$ cat config.mk
export PLATFORM = sky130hd
export DESIGN_NAME = reg_status_mp
export DESIGN_NICKNAME = d
export VERILOG_FILES = /design/src/rtl/expipe_pkg.sv /design/src/rtl/regstat_entry.sv /design/src/rtl/reg_status_mp.sv
export SDC_FILE = /design/constraint.sdc
export NUM_CORES = 1
export LEC_CHECK = 0
export CORE_MARGIN = 8
export CORE_UTILIZATION = 57
export CTS_CLUSTER_SIZE = 20
export DETAILED_ROUTE_END_ITERATION = 7
export GPL_TIMING_DRIVEN = 1
export PLACE_DENSITY = 0.78
export SLEW_MARGIN = 10
export SYNTH_ARGS = -nofsm -noshare
export SYNTH_HDL_FRONTEND = slang
export SYNTH_SLANG_ARGS = --single-unit
export TNS_END_PERCENT = 50
$ cat constraint.sdc
create_clock -name clk_i -period 4.2 [get_ports clk_i]
set_input_delay 0.84 -clock clk_i [delete_from_list [all_inputs] [get_ports clk_i]]
set_output_delay 0.84 -clock clk_i [all_outputs]
set_load 0.05 [all_outputs]
$ cat src/rtl/expipe_pkg.sv
// Shared execution-pipeline types: ROB index width and the per-register
// status entry bundle used by the register status table.
package expipe_pkg;

  localparam int ROB_IDX_LEN   = 5;
  localparam int REGSTAT_CNT_W = 8;

  typedef struct packed {
    logic [REGSTAT_CNT_W-1:0] cnt;
    logic [ROB_IDX_LEN-1:0]   rob_idx;
  } regstat_cnt_entry_t;

  function automatic logic [REGSTAT_CNT_W-1:0] cnt_max(input int w);
    return REGSTAT_CNT_W'((1 << w) - 1);
  endfunction

endpackage

$ cat src/rtl/regstat_entry.sv
// One architectural register's status: in-flight producer count and the
// ROB entry of the youngest producer.
module regstat_entry
  import expipe_pkg::*;
#(
  parameter int CNT_W = 3
) (
  input  logic                   clk_i,
  input  logic                   rst_n_i,
  input  logic                   flush_i,
  input  logic                   inc_i,
  input  logic                   dec_i,
  input  logic [ROB_IDX_LEN-1:0] rob_i,
  output regstat_cnt_entry_t     ent_o,
  output logic                   uflow_o
);

  logic [CNT_W-1:0]       cnt_q;
  logic [ROB_IDX_LEN-1:0] rob_q;
  logic                   cnt_zero;

  assign cnt_zero = (cnt_q == '0);

  always_ff @(posedge clk_i) begin
    if (!rst_n_i) begin
      cnt_q <= '0;
      rob_q <= '0;
    end else if (flush_i) begin
      cnt_q <= '0;
      rob_q <= '0;
    end else begin
      if (inc_i) begin
        rob_q <= rob_i;
      end
      // issue+commit together is net zero, except from an empty count
      unique case ({inc_i, dec_i})
        2'b10: cnt_q <= cnt_q + CNT_W'(1);
        2'b01: if (!cnt_zero) cnt_q <= cnt_q - CNT_W'(1);
        2'b11: if (cnt_zero) cnt_q <= CNT_W'(1);
        default: ;
      endcase
    end
  end

  assign ent_o.cnt     = REGSTAT_CNT_W'(cnt_q);
  assign ent_o.rob_idx = rob_q;
  assign uflow_o       = dec_i && cnt_zero;

endmodule

$ cat src/rtl/reg_status_mp.sv
// Register status table: tracks in-flight writers per architectural
// register and reports source busy / producer ROB index at issue.
module reg_status_mp
  import expipe_pkg::*;
#(
  parameter  int REG_NUM     = 32,
  parameter  int CNT_W       = 3,
  parameter  int SKIP_X0     = 1,
  localparam int REG_IDX_LEN = $clog2(REG_NUM)
) (
  input  logic                   clk_i,
  input  logic                   rst_n_i,
  input  logic                   flush_i,
  input  logic                   issue_valid_i,
  output logic                   issue_ready_o,
  input  logic [REG_IDX_LEN-1:0] issue_rd_idx_i,
  input  logic [ROB_IDX_LEN-1:0] issue_rob_idx_i,
  input  logic [REG_IDX_LEN-1:0] issue_rs1_idx_i,
  input  logic [REG_IDX_LEN-1:0] issue_rs2_idx_i,
  output logic                   issue_rs1_busy_o,
  output logic                   issue_rs2_busy_o,
  output logic [ROB_IDX_LEN-1:0] issue_rs1_rob_idx_o,
  output logic [ROB_IDX_LEN-1:0] issue_rs2_rob_idx_o,
  input  logic                   comm_valid_i,
  output logic                   comm_ready_o,
  input  logic [REG_IDX_LEN-1:0] comm_rd_idx_i,
  input  logic [ROB_IDX_LEN-1:0] comm_rob_idx_i,
  output logic                   underflow_o
);

  localparam logic [REGSTAT_CNT_W-1:0] CNT_FULL = cnt_max(CNT_W);

  regstat_cnt_entry_t ent [REG_NUM];
  logic [REG_NUM-1:0] uflow;
  logic               same_rd;
  logic               issue_fire;
  logic               uflow_q;

  // ownership only moves on issue, so the committing ROB index is not needed
  logic unused_comm_rob;
  assign unused_comm_rob = ^comm_rob_idx_i;

  assign same_rd = comm_valid_i && (comm_rd_idx_i == issue_rd_idx_i);

  assign issue_ready_o =
    !((ent[issue_rd_idx_i].cnt == CNT_FULL) && !same_rd);

  assign issue_fire   = issue_valid_i && issue_ready_o;
  assign comm_ready_o = 1'b1;

  for (genvar r = 0; r < REG_NUM; r++) begin : g_ent
    localparam logic TRACK = !((SKIP_X0 != 0) && (r == 0));
    localparam logic [REG_IDX_LEN-1:0] IDX = REG_IDX_LEN'(r);

    logic inc;
    logic dec;

    assign inc = TRACK && issue_fire && (issue_rd_idx_i == IDX);
    assign dec = TRACK && comm_valid_i && (comm_rd_idx_i == IDX);

    regstat_entry #(
      .CNT_W (CNT_W)
    ) u_entry (
      .clk_i   (clk_i),
      .rst_n_i (rst_n_i),
      .flush_i (flush_i),
      .inc_i   (inc),
      .dec_i   (dec),
      .rob_i   (issue_rob_idx_i),
      .ent_o   (ent[r]),
      .uflow_o (uflow[r])
    );
  end

  assign issue_rs1_busy_o    = (ent[issue_rs1_idx_i].cnt != '0);
  assign issue_rs2_busy_o    = (ent[issue_rs2_idx_i].cnt != '0);
  assign issue_rs1_rob_idx_o = ent[issue_rs1_idx_i].rob_idx;
  assign issue_rs2_rob_idx_o = ent[issue_rs2_idx_i].rob_idx;

  always_ff @(posedge clk_i) begin
    if (!rst_n_i) begin
      uflow_q <= 1'b0;
    end else if (!flush_i && (|uflow)) begin
      uflow_q <= 1'b1;
    end
  end

  assign underflow_o = uflow_q;

endmodule
; ---- Word level (Yosys, flattened, before mapping)
; Cells that the tools add are included.
[word_totals]
register_bits = 249
latch_bits = 0
ram_bits = 0
rom_bits = 0
input_bits = 35
output_inout_bits = 15
wordCells = 650
memories = 0
[op_classes]
addsub = 62
mul = 0
div = 0
order_cmp = 3
eq_ne = 219
shifts = 0
muxes = 102
bitwise_logic = 4
reduce_logical = 197
[op_table]
columns = cell, count
row1 = $pmux 3 s3, 31
row2 = $bmux 13 s5, 3
row3 = $mux 3, 62
row4 = $eq 5x5->1 const B, 32
row5 = $eq 2x2->1 const B, 62
row6 = $logic_and 1x1->1, 97
row7 = $add 3x1->3 const B, 31
row8 = $logic_not 3->1, 31
row9 = $reduce_and 3->1, 31
row10 = $reduce_bool 3->1, 31
row11 = $sub 3x1->3 const B, 31
row12 = $eq 5x4->1 const B, 16
row13 = $mux 13, 6
row14 = $eq 2x1->1 const B, 31
row15 = $ne 2x1->1 const B, 31
row16 = $ne 2x2->1 const B, 31
row17 = $eq 5x3->1 const B, 8
row18 = $reduce_or 31->1, 1
row19 = $eq 5x2->1 const B, 4
row20 = $ge 6x6->1 const B, 3
row21 = $not 5->6, 3
row22 = $reduce_bool 8->1, 2
row23 = $eq 5x1->1 const B, 2
row24 = $eq 8x3->1 const B, 1
row25 = other kinds (4), 6

; ---- Depth between registers and ports, before layout
; Gate-level depths: netlist (run 1).
[depth]
ltp_word = 12
mapped_depth = 16
depth_no_buf = 12

; ---- By module
; Synthesis (run 1) repeated with hierarchy kept, for this count alone.
[hier_totals]
cells_unflattened = 2092
area_unflattened_um2 = 19884.1
[modules_own_cells]
columns = mod, n_inst, cells_per_inst, area_per_inst_um2
row1 = regstat_entry (g_ent[0].u_entry ...), 18, 47, 449.2
row2 = regstat_entry (g_ent[26].u_entry ...), 14, 47, 444.2
row3 = reg_status_mp, 1, 588, 5580.4

; ---- Least setup slack after synthesis (run 1)
; OpenSTA, ideal clock, no wires.
[synth_timing]
kind = input to output
start = input issue_rs1_idx_i[1]
end = output issue_rs1_busy_o
t_arrival_ns = 3.470
slack_ns = -0.110
cell_stages = 6
path_buffers = 3
path_cell_list = clkbuf_1 > buf_1 > clkbuf_1 > mux4_2 > mux4_2 > a21oi_1
[synth_between]
elab_chain_cells = 5
[synth_rtl]
columns = item, line
row1 = from (decl), reg_status_mp.sv:18  ; input logic [REG_IDX_LEN-1:0] issue_rs1_idx_i,
row2 = $not 5->6 (implied by the code), reg_status_mp.sv:75  ; assign issue_rs1_busy_o = (ent[issue_rs1_idx_i].cnt != '0);
row3 = $bmux 13 s5, reg_status_mp.sv:75
row4 = $mux 13 (implied by the code) (2 in series), reg_status_mp.sv:75
row5 = $reduce_bool 8->1, reg_status_mp.sv:75
row6 = to (decl), reg_status_mp.sv:20  ; output logic issue_rs1_busy_o,
; Every way passes these cells. The select of a mux whose other input is x is not followed.

; ---- Final worst setup path (run 1)
[layout_timing]
start = input issue_rd_idx_i[0]
end = output issue_ready_o
[layout_between]
elab_chain_cells = 7
[layout_rtl]
columns = item, line
row1 = from (decl), reg_status_mp.sv:16  ; input logic [REG_IDX_LEN-1:0] issue_rd_idx_i,
row2 = $not 5->6 (implied by the code), reg_status_mp.sv:46  ; !((ent[issue_rd_idx_i].cnt == CNT_FULL) && !same_rd);
row3 = $bmux 13 s5, reg_status_mp.sv:46
row4 = $mux 13 (implied by the code) (2 in series), reg_status_mp.sv:46
row5 = $eq 8x3->1, reg_status_mp.sv:46
row6 = $logic_and 1x1->1 (*), reg_status_mp.sv:46
row7 = $logic_not 1->1 (*), reg_status_mp.sv:46
row8 = to (decl), reg_status_mp.sv:15  ; output logic issue_ready_o,
; Mark *: on every way between the ends. The rest lies on a longest branch, timed or not. The select of a mux whose other input is x is not followed.

==> results of run 1 <==
[layer usage]
metal / global-route usage / up-vias / share of wire / wire, um
met3: 0.0528 / 154 / 0.097 / 4670
met4: 0.120 / 2 / 0.045 / 2200
met5: 0 / - / 0.00019 / 9
met2: 0.455 / 712 / 0.46 / 22100
met1: 0.367 / 6896 / 0.40 / 19300
li1: - / 6405 / - / -
[cell type report]
cell class / instances / area (um2)
Multi-Input combinational cell: 1296 / 10400
Fill cell: 2216 / 9300
Sequential cell: 249 / 4980
Timing Repair Buffer: 158 / 1440
Clock buffer: 31 / 711
Tap cell: 378 / 473
Clock inverter: 19 / 274
Inverter: 51 / 194
[state kept, by name, indices dropped and copies added, names as in the netlist]
| signal | flops |
|---|---|
| underflow_o | 1 |
| g_ent.u_entry.rob_q | 155 |
| g_ent.u_entry.cnt_q | 93 |
[repair_timing]
item / 4_1_cts / 5_1_grt
setup endpoints to repair: 1 / 2
gates resized for setup: 0 / 11
pin swaps: 1 / 3
[report_power, final]
group / internal, mW / total, mW / switching (mW)
sequential: 2.37 / 2.37 / 0.00595
combinational: 0.179 / 0.478 / 0.299
clock: 1.59 / 2.69 / 1.09
[placed cells by master (no fill, tap or decap), types with 18 or more instances in the layout]
cell,netlist,layout
o31ai_1,18,18
o21ai_0,23,22
mux2i_1,152,152
fa_1,18,18
a21oi_1,75,74
clkbuf_16,0,27
buf_4,8,109
dfxtp_1,249,249
nor3_1,69,69
nand2_1,135,135
nor2_1,269,269
nand2b_1,20,19
clkdlybuf4s50_1,0,22
inv_1,50,50
nand3_1,48,48
xnor2_1,31,31
mux2_2,34,34
mux4_2,119,119
xor2_1,24,24
or3_1,33,33
[cell usage after synthesis, types with 3 or more instances]
library cell	count	area, um2
nor2_1	269	1010
dfxtp_1	249	4980
mux2i_1	152	1520
nand2_1	135	507
mux4_2	119	2680
clkbuf_1	79	297
a21oi_1	75	375
nor3_1	69	345
inv_1	50	188
nand3_1	48	240
mux2_2	34	383
or3_1	33	206
xnor2_1	31	272
xor2_1	24	210
o21ai_0	23	115
nand2b_1	20	125
buf_2	19	95.1
fa_1	18	360
o31ai_1	18	135
and3_1	15	93.8
o211ai_1	15	113
a21o_1	14	105
buf_1	14	52.6
nor2b_1	14	87.6
ha_1	13	163
a22o_1	11	96.3
nand4_1	11	68.8
a31oi_1	10	62.6
a32oi_1	9	78.8
nor4_1	9	56.3
buf_4	8	60.1
or2_2	8	50.1
a22oi_1	7	52.6
o2111ai_1	7	61.3
a2bb2oi_1	5	43.8
nand4b_1	5	43.8
nor3_4	5	81.3
nor4b_1	5	43.8
o211ai_2	5	62.6
o311ai_0	5	43.8
nand3b_1	4	30.0
nor3_2	3	30.0
o31a_1	3	26.3
o32ai_1	3	26.3
or3b_1	3	26.3
[critical path, cell delays in order]
cell	delay [ns]
clkdlybuf4s50_1	0.59
buf_4	0.29
buf_4	0.22
xor2_1	0.20
nor4_2	0.07
a31o_2	0.29
nor3_4	0.33
buf_12	0.20
nor2_1	0.07
buf_6	0.17
[per-stage QoR]
step / setup TNS (ns) / setup slack [ns] / total power, mW / instance area [um2]
detailed placement: -3.82 / -0.278 / 2.89 / 17500
CTS: 0 / 0.0142 / 5.55 / 18500
global placement: -2.82 / -0.216 / 2.88 / 17500
finish: 0 / 0.0813 / 5.54 / 18500
global route: 0 / 0.0125 / 5.66 / 18500
floorplan: -0.110 / -0.110 / 2.71 / 16100
[logic make-up (layout without fill, tap and decap cells)]
kind of cell / after synthesis / count (layout) / synth area share
buf+inv: 172 / 259 / 0.0442
simple gates: 666 / 666 / 0.194
other cells: 1 / 1 / 0.000233
compound gates: 236 / 236 / 0.102
mux: 307 / 307 / 0.287
fa+ha+maj: 31 / 31 / 0.0325
flops: 249 / 249 / 0.310
xor+xnor: 55 / 55 / 0.0300
[worst max-delay path by stage]
stage | startpoint | endpoint | slack [ns] | cells past startpoint
after floorplan | issue_rs2_idx_i[1] | issue_rs2_busy_o | -0.11 | 6
after global placement | issue_rd_idx_i[3] | g_ent[26].u_entry.cnt_q[2] | -0.22 | 12
after detailed placement | issue_rd_idx_i[3] | g_ent[26].u_entry.cnt_q[2] | -0.28 | 12
after CTS | issue_rd_idx_i[3] | issue_ready_o | 0.01 | 10
after global routing | issue_rd_idx_i[0] | issue_ready_o | 0.01 | 10
final | issue_rd_idx_i[0] | issue_ready_o | 0.08 | 10
==> flow_summary.json, run 1 <==
{
  "status": "finished, final reports clean",
  "die_area_um2": 33800,
  "place_congestion": 0.958,
  "layout_min_cycle_time_ns": 4.12,
  "grt_pass1_vias": 14067,
  "async_flop_share": 0,
  "synth_seq_cells": 249,
  "clock_latency_ns": 0.58,
  "grt_pass1_wl_mm": 76.0,
  "crit_type": "input pin to output port",
  "r2r_end": "g_ent[31].u_entry.cnt_q[2]",
  "hold_start": "underflow_o",
  "layout.cells.non_filler": 2182,
  "portBuffers": 43,
  "initial_core_util": 0.578,
  "syn_nets": 1783,
  "drive_gt1_frac": 0.206,
  "dp_hpwl_mm": 34.1,
  "startpoint_type": "input pin",
  "placed_cells": 2132,
  "slew_headroom": 0.152,
  "hold_path_class": "flip-flop to flip-flop",
  "reg2reg_depth": 11,
  "powerDensity_nw_per_um2": 300,
  "clock_sinks": 249,
  "synthFlopType": "dfxtp_1",
  "finalHoldWorstSlack_ns": 0.478,
  "finalCritPeriodShare": 0.981,
  "routed_wl_mm": 48.3,
  "cp_max_fo": 11,
  "clk_pin_slew_ns": 0.06,
  "fmax_mhz": 243,
  "finalHoldViolations": 0,
  "ys_seq_area_frac": 0.310,
  "antenna_found_initial": 1,
  "fin_nets": 1849,
  "pin_count": 50,
  "cts.path.max_buffers": 3,
  "cap_violations": 0,
  "drcViolationCount": 0,
  "vias": 14169,
  "cts_tree": "built",
  "overflow": 0,
  "end_kind": "output port",
  "netlist_area_um2": 16100,
  "die_y_um": 184,
  "worst_slew_pin_slew_ns": 1.27,
  "antenna_cells": 0,
  "hold_buffers": 0,
  "skew_ns": 0.0164,
  "drt_iter0_drc": 1640,
  "hold_path_depth": 1,
  "syn_area_per_cell_um2": 9.36,
  "grt_max_degree": 97,
  "final_antenna_net_count": 0,
  "cts_setup_buffers": 0,
  "synth_edf_count": 0,
  "vias_per_cell": 6.49,
  "worst_hold_path.endpoint": "underflow_o",
  "rsz0062_at_grt": "false",
  "yosysWarningCount": 0,
  "required_ns": 3.36,
  "core_um2": 27800,
  "die_w_um": 184,
  "r2r_start": "g_ent[29].u_entry.cnt_q[1]",
  "synthCells": 1717,
  "track_usage": 0.282,
  "drt-pass1-iter-count": 5,
  "critical_path_arrival_ns": 3.28,
  "syn2layout_area_growth_pct": 15.0,
  "final_core_util": 0.665,
  "cts_root_buf": "clkbuf_16",
  "htreeDepth": 1,
  "r2r_slack_ns": 0.66,
  "wl_per_cell_um": 22.1,
  "vdd_drop_max_mv": 0.376,
  "p_leak_nw": 6.87,
  "cts-buffers-inserted": 27,
  "setup_viol": 0,
  "yosysUniqueCellTypes": 73,
  "slew_viol_final": 0,
  "rows": 61
}
No activity file was read; power rests on OpenSTA's default activity.
==> run 2, diff against run 1 <==
--- a/config.mk
+++ b/config.mk
@@ -6,11 +6,12 @@
 export NUM_CORES = 1
 export LEC_CHECK = 0
 export CORE_MARGIN = 8
-export CORE_UTILIZATION = 57
+export CORE_UTILIZATION = 59
 export CTS_CLUSTER_SIZE = 20
 export DETAILED_ROUTE_END_ITERATION = 7
+export DONT_BUFFER_PORTS = 1
 export GPL_TIMING_DRIVEN = 1
-export PLACE_DENSITY = 0.78
+export PLACE_DENSITY_LB_ADDON = 0.1
 export SLEW_MARGIN = 10
 export SYNTH_ARGS = -nofsm -noshare
 export SYNTH_HDL_FRONTEND = slang
==> run 2 against run 1 <==
  * First-iteration DRC count shrank 28%
  * Design area shrank 6.1%
  * Worst hold slack lost 0.096 ns
==> flow_summary.json, run 2 (synthesis gave the netlist of run 1 again) <==
{
  "path_delay_family": "multiplexers",
  "syn2layout_area_growth_pct": 8.04,
  "startpoint_type": "flip-flop",
  "die_y_um": 181,
  "die_area_um2": 32800,
  "worst_slack_ns": 0.398,
  "n_fill_cell": 2230,
  "layout_min_cycle_time_ns": 3.80,
  "initial_core_util": 0.598,
  "status": "finished, final reports clean",
  "die_w_um": 181,
  "powerDensity_nw_per_um2": 301,
  "required_ns": 3.36,
  "cap_violations": 0,
  "pin_count": 50,
  "r2r_end": "g_ent[26].u_entry.cnt_q[2]",
  "final_core_util": 0.646,
  "p_sw_mw": 1.26,
  "multi_input_area_um2": 10400,
  "routed_wl_mm": 47.0,
  "pwr-share-seq": 0.454,
  "cts_setup_buffers": 0,
  "critPathMaxStageDelay_ns": 0.51,
  "slew_viol_final": 0,
  "wl_per_cell_um": 23.0,
  "place_congestion": 0.933,
  "dp_hpwl_mm": 32.0,
  "p_leak_nw": 6.29,
  "slew_headroom": 0.197,
  "top_register": "g_ent.u_entry.rob_q",
  "crit_type": "flip-flop to output port",
  "worst_hold_path.endpoint": "underflow_o",
  "stdcell_area_um2": 17400,
  "rsz0062_at_grt": "false",
  "cts_root_buf": "clkbuf_16",
  "grt_pass1_wl_mm": 73.5,
  "hold_path_class": "input pin to flip-flop",
  "final_antenna_net_count": 0,
  "largest_reg_flops": 155,
  "cts_tree": "built",
  "hold_buffers": 0,
  "finalCritPeriodShare": 0.905,
  "reg2reg_depth": 11,
  "vias": 13505,
  "track_usage": 0.281,
  "crit_chain": "nand2_1 -> mux4_2 -> mux4_2 -> nor3_4 -> buf_4 -> nor2_1 -> buf_4",
  "clock_latency_ns": 0.58,
  "cts.path.max_buffers": 3,
  "drive_gt1_frac": 0.169,
  "vdd_drop_max_mv": 0.374,
  "portBuffers": 0,
  "intPower_mw": 3.97,
  "placed_area_um2": 16400,
  "skew_ns": 0.0127,
  "drcViolationCount": 0,
  "drt_iter0_drc": 1175,
  "fin_nets": 1743,
  "seq_area_um2": 4980,
  "drt-pass1-iter-count": 5,
  "clock_sinks": 249,
  "hold_start": "rst_n_i",
  "cp_slowest_cell": "mux4_2",
  "antenna_found_initial": 0,
  "end_kind": "output port",
  "core_um2": 26900,
  "finalHoldViolations": 0,
  "setup-tns-final_ns": 0,
  "cp_max_fo": 7,
  "crit_buf_inv": 2,
  "cts_resized": 0,
  "p_sw_frac": 0.241,
  "layout_common_cells": "nor2_1, dfxtp_1, mux2i_1",
  "setup_viol": 0,
  "final_common_cell": "nor2_1",
  "rows": 60,
  "overflow": 0,
  "r2r_slack_ns": 0.54,
  "finalHoldWorstSlack_ns": 0.381,
  "critical_path_arrival_ns": 2.96,
  "combPwrFrac": 0.052,
  "r2r_start": "g_ent[25].u_entry.cnt_q[0]",
  "vias_per_cell": 6.62,
  "grt_max_degree": 71,
  "power_frac_clock": 0.493,
  "antenna_cells": 0,
  "grt_pass1_vias": 13127,
  "clk_pin_slew_ns": 0.06,
  "place_ws_ns": 0.102,
  "hold_path_depth": 1,
  "fmax_mhz": 263,
  "htreeDepth": 1,
  "worst_slew_pin_slew_ns": 1.20,
  "cts-buffers-inserted": 29
}
[run 2: power by group through the flow]
stage | registers [mW] | logic, mW | clock network [mW]
after floorplan | 2.43 | 0.285 | 0
after global placement | 2.43 | 0.269 | 0
after detailed placement | 2.43 | 0.270 | 0
after CTS | 2.38 | 0.271 | 2.61
after global routing | 2.38 | 0.290 | 2.70
final | 2.38 | 0.275 | 2.58
[run 2: layout make-up]
type / count / area share
well taps: 341 / 0.0246
clock buffers: 40 / 0.0494
multi-input cells: 1296 / 0.599
flip-flops and latches: 249 / 0.287
inverters: 51 / 0.0112
clock inverters: 13 / 0.00670
repair buffers: 50 / 0.0223
[run 2: worst max-delay path by stage]
stage                                     startpoint                         end  slack, ns  cells after the start
after floorplan                   issue_rs2_idx_i[1]            issue_rs2_busy_o      -0.11                      6
after global placement             issue_rd_idx_i[3]  g_ent[22].u_entry.cnt_q[2]       0.18                     11
after global routing       g_ent[6].u_entry.cnt_q[0]               issue_ready_o       0.31                      8
final                     g_ent[25].u_entry.cnt_q[0]               issue_ready_o       0.40                      7
after CTS                 g_ent[29].u_entry.cnt_q[0]               issue_ready_o       0.42                      7
after detailed placement           issue_rd_idx_i[3]  g_ent[26].u_entry.cnt_q[2]       0.10                     11
[run 2: worst reg2reg max path, delay by kind of cell, from the launching register on]
| family | cells | cell delay, ns |
|---|---|---|
| AND/OR/NAND/NOR | 5 | 1.20 |
| multiplexers | 2 | 1.01 |
| flip-flops | 1 | 0.43 |
| adder cells (fa/ha/maj) | 1 | 0.41 |
| buffers and inverters | 2 | 0.37 |
| AO/OA/AOI/OAI | 1 | 0.17 |
[run 2: per-layer routing]
metal  GRT usage  part of all wire  up-vias
met2       0.457              0.46      535
met4       0.102             0.035        0
met3      0.0678             0.094      116
met1       0.362              0.41     6668
met5           0                 0        -
li1            -                 -     6186
[run 2: through the flow]
step / power, mW / instances
finish: 5.23 / 2040
global route: 5.37 / 2040
CTS: 5.26 / 2040
detailed placement: 2.70 / 1987
global placement: 2.70 / 1987
floorplan: 2.71 / 1717
